$ cat src/rtl/hold_pkg.sv
// Shared types and constants for the hold-output window monitor.
package hold_pkg;

    typedef enum logic [1:0] {
        StIdle   = 2'd0,
        StMeas   = 2'd1,
        StReport = 2'd2
    } hold_mon_state_t;

    // Width of the saturating toggle count carried in a report.
    localparam int unsigned TogW = 2;

    localparam int unsigned DefMinLen = 2;
    localparam int unsigned DefMaxLen = 200;

    // Saturating increment of a toggle count.
    function automatic logic [TogW-1:0] tog_sat_inc(input logic [TogW-1:0] v);
        return (v == {TogW{1'b1}}) ? v : v + TogW'(1);
    endfunction

endpackage

$ cat src/rtl/hold_mon_if.sv
// Report record port: valid/ready handshake plus the record fields.
interface hold_mon_if
    import hold_pkg::*;
#(
    parameter int unsigned LEN_W = 8
) ();

    logic             rpt_valid;
    logic             rpt_ready;
    logic [LEN_W-1:0] rpt_len;
    logic [TogW-1:0]  rpt_tog;
    logic             rpt_err;

    // Monitor side: offers records.
    modport master (
        output rpt_valid,
        output rpt_len,
        output rpt_tog,
        output rpt_err,
        input  rpt_ready
    );

    // Collector side: accepts records.
    modport slave (
        input  rpt_valid,
        input  rpt_len,
        input  rpt_tog,
        input  rpt_err,
        output rpt_ready
    );

endinterface

$ cat src/rtl/hold_edge.sv
// Input edge detection: window rise and toggle-change strobes.
module hold_edge (
    input  logic clk,
    input  logic rst_n,
    input  logic f_i,
    input  logic g_i,
    output logic g_rise,
    output logic f_tog
);

    logic g_q;
    logic f_q;

    // One-cycle delayed input copies; g_q resets high so a window already
    // open at reset release never produces a rise.
    always_ff @(posedge clk or negedge rst_n) begin
        if (!rst_n) begin
            g_q <= 1'b1;
            f_q <= 1'b0;
        end else begin
            g_q <= g_i;
            f_q <= f_i;
        end
    end

    // Strobes derived from current input versus delayed copy.
    always_comb begin
        g_rise = g_i & ~g_q;
        f_tog  = f_i ^ f_q;
    end

endmodule

$ cat src/rtl/hold_mon.sv
// Window monitor: measures each g window, counts f toggles inside it and
// offers one report record per completed window.
module hold_mon
    import hold_pkg::*;
#(
    parameter int unsigned LEN_W   = 8,
    parameter int unsigned MIN_LEN = DefMinLen,
    parameter int unsigned MAX_LEN = DefMaxLen
) (
    input  logic       clk,
    input  logic       rst_n,
    input  logic       f_i,
    input  logic       g_i,
    hold_mon_if.master rpt,
    output logic       drop,
    output logic       busy
);

    localparam logic [LEN_W-1:0] LenOne  = LEN_W'(1);
    localparam logic [LEN_W-1:0] LenMax  = {LEN_W{1'b1}};
    localparam logic [LEN_W-1:0] MinLenW = LEN_W'(MIN_LEN);
    localparam logic [LEN_W-1:0] MaxLenW = LEN_W'(MAX_LEN);
    localparam logic [TogW-1:0]  TogOne  = TogW'(1);

    logic g_rise;
    logic f_tog;

    hold_mon_state_t  state_q, state_d;
    logic [LEN_W-1:0] len_q, len_d;
    logic [TogW-1:0]  tog_q, tog_d;
    logic             rpt_valid_q, rpt_valid_d;
    logic [LEN_W-1:0] rpt_len_q, rpt_len_d;
    logic [TogW-1:0]  rpt_tog_q, rpt_tog_d;
    logic             rpt_err_q, rpt_err_d;
    logic             drop_q, drop_d;

    logic [LEN_W-1:0] len_inc;
    logic [TogW-1:0]  tog_next;
    logic             handshake;

    hold_edge u_edge (
        .clk    (clk),
        .rst_n  (rst_n),
        .f_i    (f_i),
        .g_i    (g_i),
        .g_rise (g_rise),
        .f_tog  (f_tog)
    );

    // Next state, counters and report record.
    always_comb begin
        state_d     = state_q;
        len_d       = len_q;
        tog_d       = tog_q;
        rpt_valid_d = rpt_valid_q;
        rpt_len_d   = rpt_len_q;
        rpt_tog_d   = rpt_tog_q;
        rpt_err_d   = rpt_err_q;
        drop_d      = drop_q;

        len_inc   = (len_q == LenMax) ? len_q : len_q + LenOne;
        tog_next  = f_tog ? tog_sat_inc(tog_q) : tog_q;
        handshake = rpt_valid_q & rpt.rpt_ready;

        case (state_q)
            StIdle: begin
                if (g_rise) begin
                    state_d = StMeas;
                    len_d   = LenOne;
                    tog_d   = '0;
                end
            end
            StMeas: begin
                tog_d = tog_next;
                if (g_i) begin
                    len_d = len_inc;
                end else begin
                    // Closing cycle: its toggle still belongs to this window.
                    state_d     = StReport;
                    rpt_valid_d = 1'b1;
                    rpt_len_d   = len_q;
                    rpt_tog_d   = tog_next;
                    rpt_err_d   = (len_q < MinLenW) || (len_q > MaxLenW) ||
                                  (tog_next != TogOne);
                end
            end
            StReport: begin
                if (handshake) begin
                    rpt_valid_d = 1'b0;
                    if (g_rise) begin
                        state_d = StMeas;
                        len_d   = LenOne;
                        tog_d   = '0;
                    end else begin
                        state_d = StIdle;
                    end
                end else if (g_rise) begin
                    // Window lost: it is never measured later.
                    drop_d = 1'b1;
                end
            end
            default: begin
                state_d     = StIdle;
                rpt_valid_d = 1'b0;
            end
        endcase
    end

    // State, counter and report registers.
    always_ff @(posedge clk or negedge rst_n) begin
        if (!rst_n) begin
            state_q     <= StIdle;
            len_q       <= '0;
            tog_q       <= '0;
            rpt_valid_q <= 1'b0;
            rpt_len_q   <= '0;
            rpt_tog_q   <= '0;
            rpt_err_q   <= 1'b0;
            drop_q      <= 1'b0;
        end else begin
            state_q     <= state_d;
            len_q       <= len_d;
            tog_q       <= tog_d;
            rpt_valid_q <= rpt_valid_d;
            rpt_len_q   <= rpt_len_d;
            rpt_tog_q   <= rpt_tog_d;
            rpt_err_q   <= rpt_err_d;
            drop_q      <= drop_d;
        end
    end

    assign rpt.rpt_valid = rpt_valid_q;
    assign rpt.rpt_len   = rpt_len_q;
    assign rpt.rpt_tog   = rpt_tog_q;
    assign rpt.rpt_err   = rpt_err_q;
    assign drop          = drop_q;
    assign busy          = (state_q == StMeas);

endmodule

$ cat src/flat_wrapper.sv
// flat-port wrapper written by rule: the top's interface ports become plain ports
module hold_mon_flat import hold_pkg::*;
#(
    parameter int unsigned LEN_W   = 8,
    parameter int unsigned MIN_LEN = DefMinLen,
    parameter int unsigned MAX_LEN = DefMaxLen
)
  (clk, rst_n, f_i, g_i, drop, busy, rpt_rpt_valid, rpt_rpt_len, rpt_rpt_tog, rpt_rpt_err, rpt_rpt_ready);
  hold_mon_if #(.LEN_W(LEN_W)) rpt_i ();
  input  logic clk;
  input  logic rst_n;
  input  logic f_i;
  input  logic g_i;
  output logic drop;
  output logic busy;
  output wire logic [$bits(rpt_i.rpt_valid)-1:0] rpt_rpt_valid;
  output wire logic [$bits(rpt_i.rpt_len)-1:0] rpt_rpt_len;
  output wire logic [$bits(rpt_i.rpt_tog)-1:0] rpt_rpt_tog;
  output wire logic [$bits(rpt_i.rpt_err)-1:0] rpt_rpt_err;
  input wire logic [$bits(rpt_i.rpt_ready)-1:0] rpt_rpt_ready;
  assign rpt_rpt_valid = rpt_i.rpt_valid;
  assign rpt_rpt_len = rpt_i.rpt_len;
  assign rpt_rpt_tog = rpt_i.rpt_tog;
  assign rpt_rpt_err = rpt_i.rpt_err;
  assign rpt_i.rpt_ready = rpt_rpt_ready;
  hold_mon #(.LEN_W(LEN_W), .MIN_LEN(MIN_LEN), .MAX_LEN(MAX_LEN)) u_core (.clk(clk), .rst_n(rst_n), .f_i(f_i), .g_i(g_i), .rpt(rpt_i), .drop(drop), .busy(busy));
endmodule
$ cat config.mk
export PLATFORM = sky130hd
export DESIGN_NAME = hold_mon_flat
export DESIGN_NICKNAME = d
export VERILOG_FILES = /design/src/rtl/hold_pkg.sv /design/src/rtl/hold_mon_if.sv /design/src/rtl/hold_edge.sv /design/src/rtl/hold_mon.sv /design/src/flat_wrapper.sv
export SDC_FILE = /design/constraint.sdc
export NUM_CORES = 1
export LEC_CHECK = 0
export BUFFER_PORTS_ARGS = -buffer_cell sky130_fd_sc_hd__buf_2
export CORE_MARGIN = 3
export CORE_UTILIZATION = 45
export DETAILED_ROUTE_END_ITERATION = 8
export PLACE_DENSITY = 0.72
export SYNTH_ARGS = -nofsm -noshare
export SYNTH_HDL_FRONTEND = slang
export SYNTH_SLANG_ARGS = --single-unit
$ cat constraint.sdc
create_clock -name clk -period 1.5 [get_ports clk]
set_clock_uncertainty 0.1 [all_clocks]
set_input_delay 0.075 -clock clk [delete_from_list [all_inputs] [get_ports clk]]
set_output_delay 0.075 -clock clk [all_outputs]
set_load 0.01 [all_outputs]
==> impl_metrics.tcl <==
set metrics [dict create \
    tightestPinTransition_ns 0.590 \
    synth_cells 122 \
    slew-limit-headroom 0.606 \
    multi_input_area_sq_um 661 \
    netlist.area_leader.share 0.499 \
    power_per_cell_area_nw_per_um2 1470 \
    layout_setup_ws_ns -0.121 \
    synth-warning-count 0 \
    finish.cell_count_without_fillers 203 \
    place.port_buffers 18 \
    clock_network_fraction_of_total_power 0.121 \
    drtPass1Iterations 4 \
    drt-initial-drc-count 27 \
    clock_tree.root_cell "sky130_fd_sc_hd__clkbuf_4" \
    timing.final.crit_period_ns 1.62 \
    switching_share 0.363 \
    final-hold-violation-count 0 \
    layout_worst_path_cycle_share 1.08 \
    flow.area_growth_from_synthesis_pct 39.7 \
    postSynth.topFlopCell "sky130_fd_sc_hd__dfrtp_1" \
    crit_path_max_incr_delay_ns 0.44 \
    synth_edf_count 0 \
    synth_commonest_cells "sky130_fd_sc_hd__dfrtp_1, sky130_fd_sc_hd__nand2_1, sky130_fd_sc_hd__mux2_2, sky130_fd_sc_hd__o21ai_0" \
    grt_setup_unrepaired "true" \
    seq_power_share 0.422 \
    power_switching_uw 973 \
    cp.arrival_ns 1.75 \
    routabilityCongestion 0.877 \
    grt_start_max_net_pins 28 \
    via_count 1134 \
    dp_cells 186 \
    totalNegativeSetupSlack_ns -0.484 \
    postSynthRegisterBits 27 \
    worstSkewPairLatency_ns 0.34 \
    inserted_clock_buffers 3 \
    timing.critical_path.slowest_stage_cell "sky130_fd_sc_hd__dfrtp_1" \
    violations "negative setup slack" \
    syn_avg_cell_area_sq_um 10.7 \
    num_io_pins 19 \
    antenna_violations_before_repair 0 \
    post_route_cells_drive_above_1_share 0.457 \
    numClockSinks 27 \
    n_antenna_cell 0 \
    grt_pass1_wl_microns 4800 \
    outcome "complete, but fails checks" \
    fin_util 0.698 \
    syn_area_sq_um 1310 \
    path_cells "nand3b_1, a221o_2, a21o_1, a22o_1" \
    groute.usage.overall 0.178 \
    maxCapViolations 0 \
    highest_fanout_seen_on_the_critical_path 7 \
    ant_nets 0 \
    endpoint_kind "flip-flop" \
    power_report.internal_total_uw 1710 \
    timing_worst_setup_path_type "flip-flop to flip-flop" \
    cp.required_ns 1.63 \
    timing.final.max_slew_violations 0 \
    tritoncts "yes" \
    grt_overflow_total 0 \
    final-setup-viol-count 9 \
    achievable-frequency_mhz 617 \
    drc 0 \
    placedInstanceArea_sq_um 1570 \
    p_leak_uw 0.000842 \
    wl_per_cell_microns 15.4 \
    clock_path_buffers 2 \
    yosys.cell_types.count 40 \
    nNetsFinal 181 \
    core_sq_um 2610 \
    grt_pass1_vias 1099 \
    totalWireLength_microns 3130 \
    die_width_microns 59.9 \
    ys_async_sr_fraction 1.00 \
    worst_case_hold_slack_ns 0.154 \
    die-height_microns 59.9 \
    initial_core_utilization 0.500 \
    worst_setup_hold_path_clk_slew_ns 0.15 \
    finalInstanceArea_sq_um 1820 \
    floorplan.rows 18 \
    ctsHtreeMaxLevel 1 \
    startpoint_type "flip-flop" \
    yosysMostFrequentCell "sky130_fd_sc_hd__dfrtp_1" \
    detail_route.vias_per_cell 5.59 \
    largest_area_contributor_in_the_synthesized_netlist "sky130_fd_sc_hd__dfrtp_1" \
    num-fill-cells 181 \
    die-area_sq_um 3580 \
    logic_gate_share_of_total_power 0.457 \
    hpwl_microns 2050 \
    synthesis.nets 129 \
    min_path_type "input port to asynchronous set/reset pin" \
    seq_area_frac_synth 0.519 \
    ff_latch_area_sq_um 677 \
    max-vdd-ir-drop_mv 1.14 \
    synth.area.top_cells "sky130_fd_sc_hd__dfrtp_1, sky130_fd_sc_hd__mux2_2, sky130_fd_sc_hd__nand2_1, sky130_fd_sc_hd__o21ai_0, sky130_fd_sc_hd__a21oi_1" \
]
area by class of cell:
class / count / share of cell area
well taps: 30 / 0.0206
clock inverters: 1 / 0.00412
clock buffers: 3 / 0.0124
flip-flops and latches: 27 / 0.371
multi-input cells: 84 / 0.362
inverters: 7 / 0.0172
repair buffers: 51 / 0.212
worst max-delay path: cells and delay by family, from the launching register on:
kind,cells,cell delay (ns)
AOI/OAI and AO/OA,3,0.78
DFF,1,0.44
and+or+nand+nor,1,0.19
cells by family (layout without fill, tap and decap cells):
family                     after synthesis  count (layout)  share of synthesized area
AOI/OAI and AO/OA                       32              32                      0.164
xor gates and xnor gates                 3               3                     0.0201
adders and majority gates                2               2                     0.0192
buffers and inverters                   11              62                     0.0441
DFF                                     27              27                      0.519
muxes                                    9               9                     0.0767
and+or+nand+nor                         38              38                      0.157
power groups by stage:
stage	clock network [uW]	logic, uW	registers (uW)
final	325	1220	1130
after global routing	368	1350	1160
after CTS	342	1110	1100
after detailed placement	0	1020	1120
after global placement	0	1000	1110
after floorplan	0	494	1170
state kept, by name (all words and copies together), names as in the netlist:
register              flops
u_core.rpt.rpt_valid      1
u_core.tog_q              2
u_core.rpt.rpt_err        1
u_core.len_q              8
u_core.rpt.rpt_tog        2
u_core.rpt.rpt_len        8
u_core.u_edge.g_q         1
u_core.drop               1
u_core.u_edge.f_q         1
u_core.state_q            2
what timing repair did:
| item | CTS | global route |
|---|---|---|
| setup endpoints to repair | 10 | 19 |
| endpoints found under the hold margin | 32 | 0 |
| gates resized for setup | 4 | 27 |
| hold buffers | 4 | 0 |
| setup buffers | 2 | 7 |
| pin swaps | 1 | 7 |
cells in the final DEF (no fill, tap or decap), drive strengths merged, types with 4 or more instances in the layout:
master        n
a21oi         7
nand2        11
inv           7
mux2          8
nor2          6
dlygate4sd3   4
dfrtp        26
nor3          4
buf          47
o21ai         8
nand3         6
per-stage QoR:
stage	setup slack [ns]	total power (uW)
5_1_grt	-0.177	2880
2_1_floorplan	-0.0512	1660
3_3_place_gp	-0.0140	2110
4_1_cts	-0.0869	2550
6_report	-0.121	2680
3_5_place_dp	-0.0582	2150
worst paths after layout:
check                      cells past startpoint                     endpoint  slack, ns                     startpoint
setup / recovery                               4  u_core.len_q[1]$_DFFE_PN0P_      -0.12  u_core.state_q[0]$_DFFE_PN0P_
hold / removal                                 2  u_core.u_edge.f_q$_DFF_PN0_       0.15                          rst_n
setup reg to reg                               4  u_core.len_q[1]$_DFFE_PN0P_      -0.12  u_core.state_q[0]$_DFFE_PN0P_
hold reg to reg                                1      u_core.drop$_DFFE_PN0P_       0.39        u_core.drop$_DFFE_PN0P_
max in group asynchronous                      2  u_core.len_q[3]$_DFFE_PN0P_       0.75                          rst_n
min in group clk                               2  u_core.u_edge.f_q$_DFF_PN0_       0.31                            f_i
metal layers:
layer | share of wire | up-vias | wire length, microns | global-route usage
li1 | - | 548 | - | -
met1 | 0.44 | 546 | 1380 | 0.224
met2 | 0.51 | 33 | 1600 | 0.295
met3 | 0.031 | 7 | 98 | 0.0238
met4 | 0.019 | 0 | 61 | 0.0918
met5 | 0 | - | 0 | 0
(Power assumes the default switching activity.)
